===== src/rtl/if_id_stage.sv =====
// Instruction fetch and IF/ID pipeline register for the 5-stage MIPS datapath.
// Optional macro IF_ID_DELAY_SLOT_EN keeps the delay-slot instruction on redirect.
module if_id_stage #(
  parameter logic [31:0] RESET_PC  = 32'h0000_0000,
  parameter logic [31:0] NOP_INSTR = 32'h0000_0000
) (
  input  logic        clk,
  input  logic        reset,
  input  logic        stall,
  input  logic        redirect,
  input  logic [31:0] redirect_target,
  output logic [31:0] imem_addr,
  input  logic [31:0] imem_data,
  output logic [31:0] if_id_instr,
  output logic [31:0] if_id_pc_plus4,
  output logic        if_id_valid,
  output logic [5:0]  if_id_opcode,
  output logic [4:0]  if_id_rs,
  output logic [4:0]  if_id_rt,
  output logic [4:0]  if_id_rd,
  output logic [15:0] if_id_imm16
);

  logic [31:0] pc_q, pc_d;
  logic [31:0] instr_q, instr_d;
  logic [31:0] pc4_q, pc4_d;
  logic        valid_q, valid_d;
  logic [31:0] pc_plus4;

  assign pc_plus4 = pc_q + 32'd4;

  always_comb begin
    pc_d    = pc_q;
    instr_d = instr_q;
    pc4_d   = pc4_q;
    valid_d = valid_q;
    // A stall freezes everything, including a pending redirect.
    if (!stall) begin
      if (redirect) begin
        pc_d = {redirect_target[31:2], 2'b00};
`ifdef IF_ID_DELAY_SLOT_EN
        instr_d = imem_data;
        pc4_d   = pc_plus4;
        valid_d = 1'b1;
`else
        instr_d = NOP_INSTR;
        pc4_d   = 32'd0;
        valid_d = 1'b0;
`endif
      end else begin
        pc_d    = pc_plus4;
        instr_d = imem_data;
        pc4_d   = pc_plus4;
        valid_d = 1'b1;
      end
    end
  end

  always_ff @(posedge clk) begin
    if (reset) begin
      pc_q    <= RESET_PC;
      instr_q <= NOP_INSTR;
      pc4_q   <= 32'd0;
      valid_q <= 1'b0;
    end else begin
      pc_q    <= pc_d;
      instr_q <= instr_d;
      pc4_q   <= pc4_d;
      valid_q <= valid_d;
    end
  end

  assign imem_addr      = pc_q;
  assign if_id_instr    = instr_q;
  assign if_id_pc_plus4 = pc4_q;
  assign if_id_valid    = valid_q;
  assign if_id_opcode   = instr_q[31:26];
  assign if_id_rs       = instr_q[25:21];
  assign if_id_rt       = instr_q[20:16];
  assign if_id_rd       = instr_q[15:11];
  assign if_id_imm16    = instr_q[15:0];

endmodule

===== config.mk =====
export PLATFORM = sky130hd
export DESIGN_NAME = if_id_stage
export DESIGN_NICKNAME = d
export VERILOG_FILES = /design/src/rtl/if_id_stage.sv
export SDC_FILE = /design/constraint.sdc
export NUM_CORES = 1
export LEC_CHECK = 0
export BUFFER_PORTS_ARGS = -buffer_cell sky130_fd_sc_hd__buf_2
export CAP_MARGIN = 10
export CELL_PAD_IN_SITES_DETAIL_PLACEMENT = 1
export CELL_PAD_IN_SITES_GLOBAL_PLACEMENT = 1
export CORE_MARGIN = 1
export CORE_UTILIZATION = 34
export DETAILED_ROUTE_END_ITERATION = 10
export PLACE_DENSITY = 0.86
export SLEW_MARGIN = 5
export SYNTH_ARGS = -nofsm -noshare
export SYNTH_HDL_FRONTEND = slang
export SYNTH_SLANG_ARGS = --single-unit
export TNS_END_PERCENT = 100

===== constraint.sdc =====
create_clock -name clk -period 2.24 [get_ports clk]
set_clock_uncertainty 0.1 [all_clocks]
set_input_delay 0.112 -clock clk [delete_from_list [all_inputs] [get_ports clk]]
set_output_delay 0.112 -clock clk [all_outputs]
set_load 0.03 [all_outputs]

==> results.py, run 1 <==
metrics = {
    "logic_synthesis": {
        "ys_seq_area_share_pct": 42.1,
        "yosys.area.top_type_share_pct": 42.1,
        "synth_xor_area_share_pct": 5.29,
        "yosysWarnings": 0,
        "ys_ff_latch": 94,
        "synth_cell_type_count": 49,
        "syn_area_um2": 4470,
        "synth_flop_cell": "dfxtp_1",
        "synthCells": 517,
        "synth-compound-area-share_pct": 21.9,
        "muxShareOfSynthArea_pct": 0.672,
        "synth.avg_cell_area_um2": 8.64,
        "yosys.area_share.simple_pct": 18.8,
        "ys_top_cells_by_area": "dfxtp_1 42%, buf_4 6.9%, a22o_1 6.5%",
        "synth_edf_count": 0,
        "synthAdderAreaFrac_pct": 0.280,
        "synth_top_family_by_area": "compound AO/OA/AOI/OAI gates",
        "yosysTopAreaCell": "dfxtp_1",
        "synthArstFlopShare_pct": 0,
    },
    "worst_setup_path": {
        "r2r_start": "imem_addr[10]",
        "reg2reg_setup_slack_ns": 0.16,
        "r2r_cells": 5,
        "crit_path_end": "imem_addr[29]",
        "worstSetupStartpointType": "register",
        "cp-startpoint": "imem_addr[10]",
        "crit_path_end_kind": "register",
        "critPathKind": "register to register",
        "r2r_end": "imem_addr[29]",
        "worstPathArrival_ns": 2.25,
        "crit_required_ns": 2.42,
        "cp_max_fo": 7,
    },
    "place": {
        "gp_congestion": 0.846,
        "port_buffers": 197,
        "dp.cells": 838,
        "dp_hpwl_mm": 11.1,
        "detailedPlace.worstSlack_ns": 0.130,
        "place_area_um2": 5470,
    },
    "grt": {
        "antenna_found_initial": 0,
        "grt_pass1_wl_mm": 23.7,
        "grt_start_max_net_pins": 57,
        "gr-usage-all-layers_pct": 23.0,
        "grt_remaining_overflow": 0,
        "first_global_vias": 4542,
    },
    "finish": {
        "layout_common_cells": "197 x buf_2, 93 x dfxtp_1, 44 x dlygate4sd3_1, 43 x nor2_1, 41 x nand2_1",
        "fin_util_pct": 48.9,
        "syn_to_final_growth_pct": 39.2,
        "fin_area_um2": 6220,
        "layout.cells.non_filler": 899,
        "final_common_cell": "buf_2",
        "antenna_cells": 0,
        "fill_cells": 1551,
        "fin_nets": 791,
        "drive_gt1_share_pct": 35.8,
    },
    "sta": {
        "rsz0062_at_grt": "no",
        "fin_crit_sh_pct": 92.6,
        "max_freq_ghz": 0.482,
        "period_needed_ns": 2.08,
        "tightest_slew_ns": 0.522,
        "hold_viol": 0,
        "fin_ws_ns": 0.165,
        "drv_slew": 0,
        "relSlewSlack_pct": 65.2,
        "fin_tns_setup_ns": 0,
        "setup-violations-final": 0,
    },
    "drt": {
        "drtIter0Drc": 251,
        "viasPerCell": 5.14,
        "dr.pass1.iters": 4,
        "drc_errors": 0,
        "wirelength_mm": 15.7,
        "wire_per_inst_um": 17.5,
        "ant_nets": 0,
        "vias": 4622,
    },
    "floorplanning": {
        "core_um2": 12700,
        "dieArea_um2": 13600,
        "num_rows": 41,
        "initial_core_util_pct": 35.1,
        "die_h_um": 117,
        "io_pins": 202,
        "die_w_um": 117,
    },
    "pwr": {
        "leakagePower_uw": 0.00294,
        "cellPowerDensity_nw_per_um2": 642,
        "ir_drop_v": 0.000357,
    },
    "cts": {
        "cts_tree": "yes",
        "clk_pin_slew_ns": 0.07,
        "htreeDepth": 3,
        "cts_root_buf": "clkbuf_16",
        "clock_path_buffers": 2,
        "clock_latency_ns": 0.35,
        "clkSinkCount": 94,
        "cts_buffers": 9,
    },
    "worst_hold_path": {
        "holdPathStages": 4,
        "hold_start": "redirect_target[21]",
        "min_path_type": "input pin to register",
    },
    "status": {
        "status": "complete, no violations",
    },
    "job": {
        "max-cap-violations": 0,
    },
}
==> metrics by stage <==
step | hold WS (ns) | power, uW
2_1_floorplan | 0.145 | 2260
3_3_place_gp | 0.229 | 2460
3_5_place_dp | 0.234 | 2480
4_1_cts | 0.00707 | 4030
5_1_grt | 0.0385 | 4150
6_report | 0.0162 | 3990
==> where the power goes <==
part	internal (uW)	switching (uW)	leakage, uW
registers	1740	63.3	0.000767
logic	268	437	0.00203
clock network	811	675	0.000138
total	2820	1180	0.00294
==> kinds of logic after synthesis <==
group                    count (synthesis)
AND/OR/NAND/NOR                        161
AO/OA/AOI/OAI                          143
flip-flops                              94
buffers and inverters                   87
XOR/XNOR                                27
multiplexers                             3
adder cells (fa/ha/maj)                  1
other                                    1
==> critical path, cell delays in order (launching register included) <==
cell and delay [ns]:
dfxtp_1 0.46, nand4_2 0.22, nor3_1 0.45, nand4_2 0.22
or3_1 0.39, a31oi_1 0.16
==> layer usage <==
layer | global-route usage (%) | part of all wire, % | vias to the layer above
li1 | - | - | 2211
met4 | 9.54 | 2.5 | 0
met3 | 5.14 | 6.4 | 27
met1 | 25.1 | 40 | 2207
met2 | 42.8 | 51 | 177
met5 | 0 | 0 | -
==> area by class of cell <==
| type | instances | area (um2) | share of cell area (%) |
|---|---|---|---|
| repair buffers | 270 | 1680 | 27.0 |
| clock inverters | 5 | 33.8 | 0.543 |
| well taps | 172 | 215 | 3.46 |
| clock buffers | 11 | 253 | 4.06 |
| multi-input cells | 337 | 2120 | 34.0 |
| inverters | 10 | 37.5 | 0.603 |
| flip-flops and latches | 94 | 1880 | 30.3 |
==> cell usage after synthesis (2+ instances only) <==
cell	instances
nand4_2	2
o211ai_1	2
inv_1	10
or2_2	8
clkbuf_1	32
nand3_1	15
a22oi_1	16
a21oi_1	28
or3_1	4
and4_1	3
nand4_1	10
dfxtp_1	94
a21o_1	5
o32ai_1	4
a221oi_1	2
nor2_1	43
a32oi_1	4
and2_1	4
o21a_1	2
buf_4	41
nand2_1	41
buf_2	4
mux2i_1	3
a22o_1	33
and3_1	8
xor2_1	12
o21ai_0	31
nor3_1	8
nor2b_1	5
o31ai_1	2
nand2b_1	2
xnor2_1	15
a31oi_1	8
==> registers in the layout (all words and copies together), names as in the netlist <==
register and flops:
imem_addr 30, if_id_pc_plus4 31, if_id_valid 1, if_id_instr 32
==> how the worst min path moves through the flow <==
| stage | to | slack, ns |
|---|---|---|
| after floorplan | if_id_instr[10] | 0.15 |
| after global placement | if_id_instr[2] | 0.23 |
| after detailed placement | if_id_instr[16] | 0.23 |
| after CTS | imem_addr[21] | 0.007 |
| after global routing | imem_addr[16] | 0.04 |
| final | imem_addr[21] | 0.02 |
==> timing repair <==
action                     CTS  global route
gates resized for setup      0             0
hold buffers                44             0
buffers inserted             0             1
setup endpoints to repair    0             2
hold endpoints to repair    44             0
(Power assumes the default switching activity.)
==> inputs of run 2 (changes only) <==
- CORE_ASPECT_RATIO: unset -> 1.4
==> run 2 against run 1 <==
Flip-flop and latch count unchanged. Count of clock-buffer cells in the layout decreased by 2. Global-route usage increased by 1.2 points. Non-clock buffer count decreased by 5. Cell count decreased by 2.4%. Sequential power about the same.
==> results.py, run 2 (synthesis gave the netlist of run 1 again) <==
metrics = {
    "finish": {
        "final_common_cell": "buf_2",
        "largest_reg_flops": 32,
        "drive_gt1_share_pct": 35.7,
        "layout_common_cells": "197 x buf_2, 93 x dfxtp_1, 43 x nor2_1, 41 x nand2_1, 41 x dlygate4sd3_1",
        "regArea_um2": 1880,
        "syn_to_final_growth_pct": 38.1,
        "multi_input_area_um2": 2120,
        "layout.cells.non_filler": 877,
        "fin_nets": 786,
        "fin_area_um2": 6170,
        "fill_cells": 1544,
    },
    "grt": {
        "grt_start_max_net_pins": 43,
        "grt_pass1_wl_mm": 25.9,
        "gr-usage-all-layers_pct": 24.2,
        "grt_remaining_overflow": 0,
        "antenna_found_initial": 1,
        "first_global_vias": 4911,
    },
    "worst_setup_path": {
        "crit_path_end_kind": "register",
        "critical-path-top-delay-family": "simple AND/OR/NAND/NOR gates",
        "cp_max_fo": 7,
        "critPathBufInv": 1,
        "max_stage_delay_ns": 0.38,
        "path_common_cell": "nand4_1",
        "worstPathArrival_ns": 2.31,
        "r2r_start": "imem_addr[3]",
        "critPathKind": "register to register",
        "worstSetupStartpointType": "register",
        "crit_required_ns": 2.40,
        "cp_slowest_cell": "or3_1",
        "cp-startpoint": "imem_addr[3]",
        "crit_chain": "ha_1 > nand4_1 > nor3_4 > buf_4 > nand4_1 > or3_1 > a31oi_1",
    },
    "sta": {
        "tightest_slew_ns": 0.674,
        "max_freq_ghz": 0.466,
        "drv_slew": 0,
        "relSlewSlack_pct": 54.8,
        "setup-violations-final": 0,
        "fin_tns_setup_ns": 0,
        "period_needed_ns": 2.15,
        "hold_viol": 0,
        "fin_crit_sh_pct": 95.8,
    },
    "place": {
        "gp_congestion": 0.855,
        "dp_hpwl_mm": 11.2,
        "port_buffers": 197,
        "place_area_um2": 5410,
        "dp.cells": 816,
    },
    "drt": {
        "dr.pass1.iters": 4,
        "wirelength_mm": 16.7,
        "wire_per_inst_um": 19.0,
        "drc_errors": 0,
        "vias": 4680,
        "viasPerCell": 5.34,
        "ant_nets": 0,
        "drtIter0Drc": 212,
    },
    "job": {
        "max-cap-violations": 0,
    },
    "cts": {
        "clock_path_buffers": 2,
        "htreeDepth": 3,
        "clock_latency_ns": 0.34,
        "cts_root_buf": "clkbuf_16",
        "cts_buffers": 9,
        "cts_resized": 0,
        "cts_tree": "yes",
        "clkSinkCount": 94,
        "clk_pin_slew_ns": 0.07,
    },
    "pwr": {
        "leakagePower_uw": 0.00292,
        "power_uw": 4170,
        "cellPowerDensity_nw_per_um2": 676,
        "ir_drop_v": 0.000381,
    },
    "floorplanning": {
        "die_h_um": 138,
        "io_pins": 202,
        "dieArea_um2": 13600,
        "die_w_um": 98.9,
        "num_rows": 49,
        "core_um2": 12800,
        "initial_core_util_pct": 34.9,
    },
    "worst_hold_path": {
        "min_path_type": "input pin to register",
        "hold_start": "redirect_target[29]",
    },
    "status": {
        "status": "complete, no violations",
    },
}
-- run 2: cell count changes in the layout (fill, tap and decap cells not counted) --
cell / before / now
dlygate4sd3_1: 44 / 41
buf_12: 3 / 1
bufinv_16: 0 / 2
clkbuf_8: 2 / 0
diode_2: 0 / 2
clkinv_2: 2 / 1
inv_6: 0 / 1
-- run 2: per-stage QoR --
stage / setup WS [ns] / hold WS [ns] / util, %
2_1_floorplan: 0.0233 / 0.145 / -
3_3_place_gp: 0.156 / 0.233 / 42.3
3_5_place_dp: 0.0693 / 0.234 / 42.3
4_1_cts: 0.0265 / 0.0164 / 48.0
5_1_grt: -0.00231 / 0.0298 / 48.1
6_report: 0.0932 / 0.0222 / 48.1
-- run 2: power by group --
part | leakage (uW) | total [uW] | internal, uW | switching [uW]
sequential | 0.000767 | 1800 | 1740 | 68.1
combinational | 0.00200 | 696 | 260 | 436
clock | 0.000152 | 1670 | 983 | 689
-- run 2: worst reg2reg max path: stages (launching register included) --
cell and delay (ns):
dfxtp_1 0.33, ha_1 0.19, nand4_1 0.28, nor3_4 0.23, buf_4 0.18, nand4_1 0.17
or3_1 0.39, a31oi_1 0.20
-- run 2: repair_timing --
action | in CTS | in global routing
hold endpoints to repair | 41 | 0
setup buffers | 0 | 2
setup endpoints to repair | 0 | 7
hold buffers | 41 | 0
-- run 2: final timing paths --
path                   end  slack [ns]  depth (start not counted)
max          imem_addr[30]        0.09                          7
min          imem_addr[29]        0.02                          3
max reg2reg  imem_addr[30]        0.09                          7
min reg2reg    if_id_valid        0.35                          2
-- run 2: per-layer routing --
metal / part of all wire [%] / track usage, % / vias up
li1: - / - / 2199
met5: 0 / 0 / -
met1: 37 / 24.6 / 2242
met3: 6.8 / 5.38 / 45
met2: 53 / 45.6 / 194
met4: 4.0 / 13.5 / 0
-- run 2: area by class of cell --
type,instances,area share [%]
Clock inverter,7,1.58
Multi-Input combinational cell,337,34.3
Sequential cell,94,30.5
Inverter,10,0.609
Clock buffer,9,3.65
Timing Repair Buffer,265,26.1
Tap cell,153,3.10
Antenna cell,2,0.0812
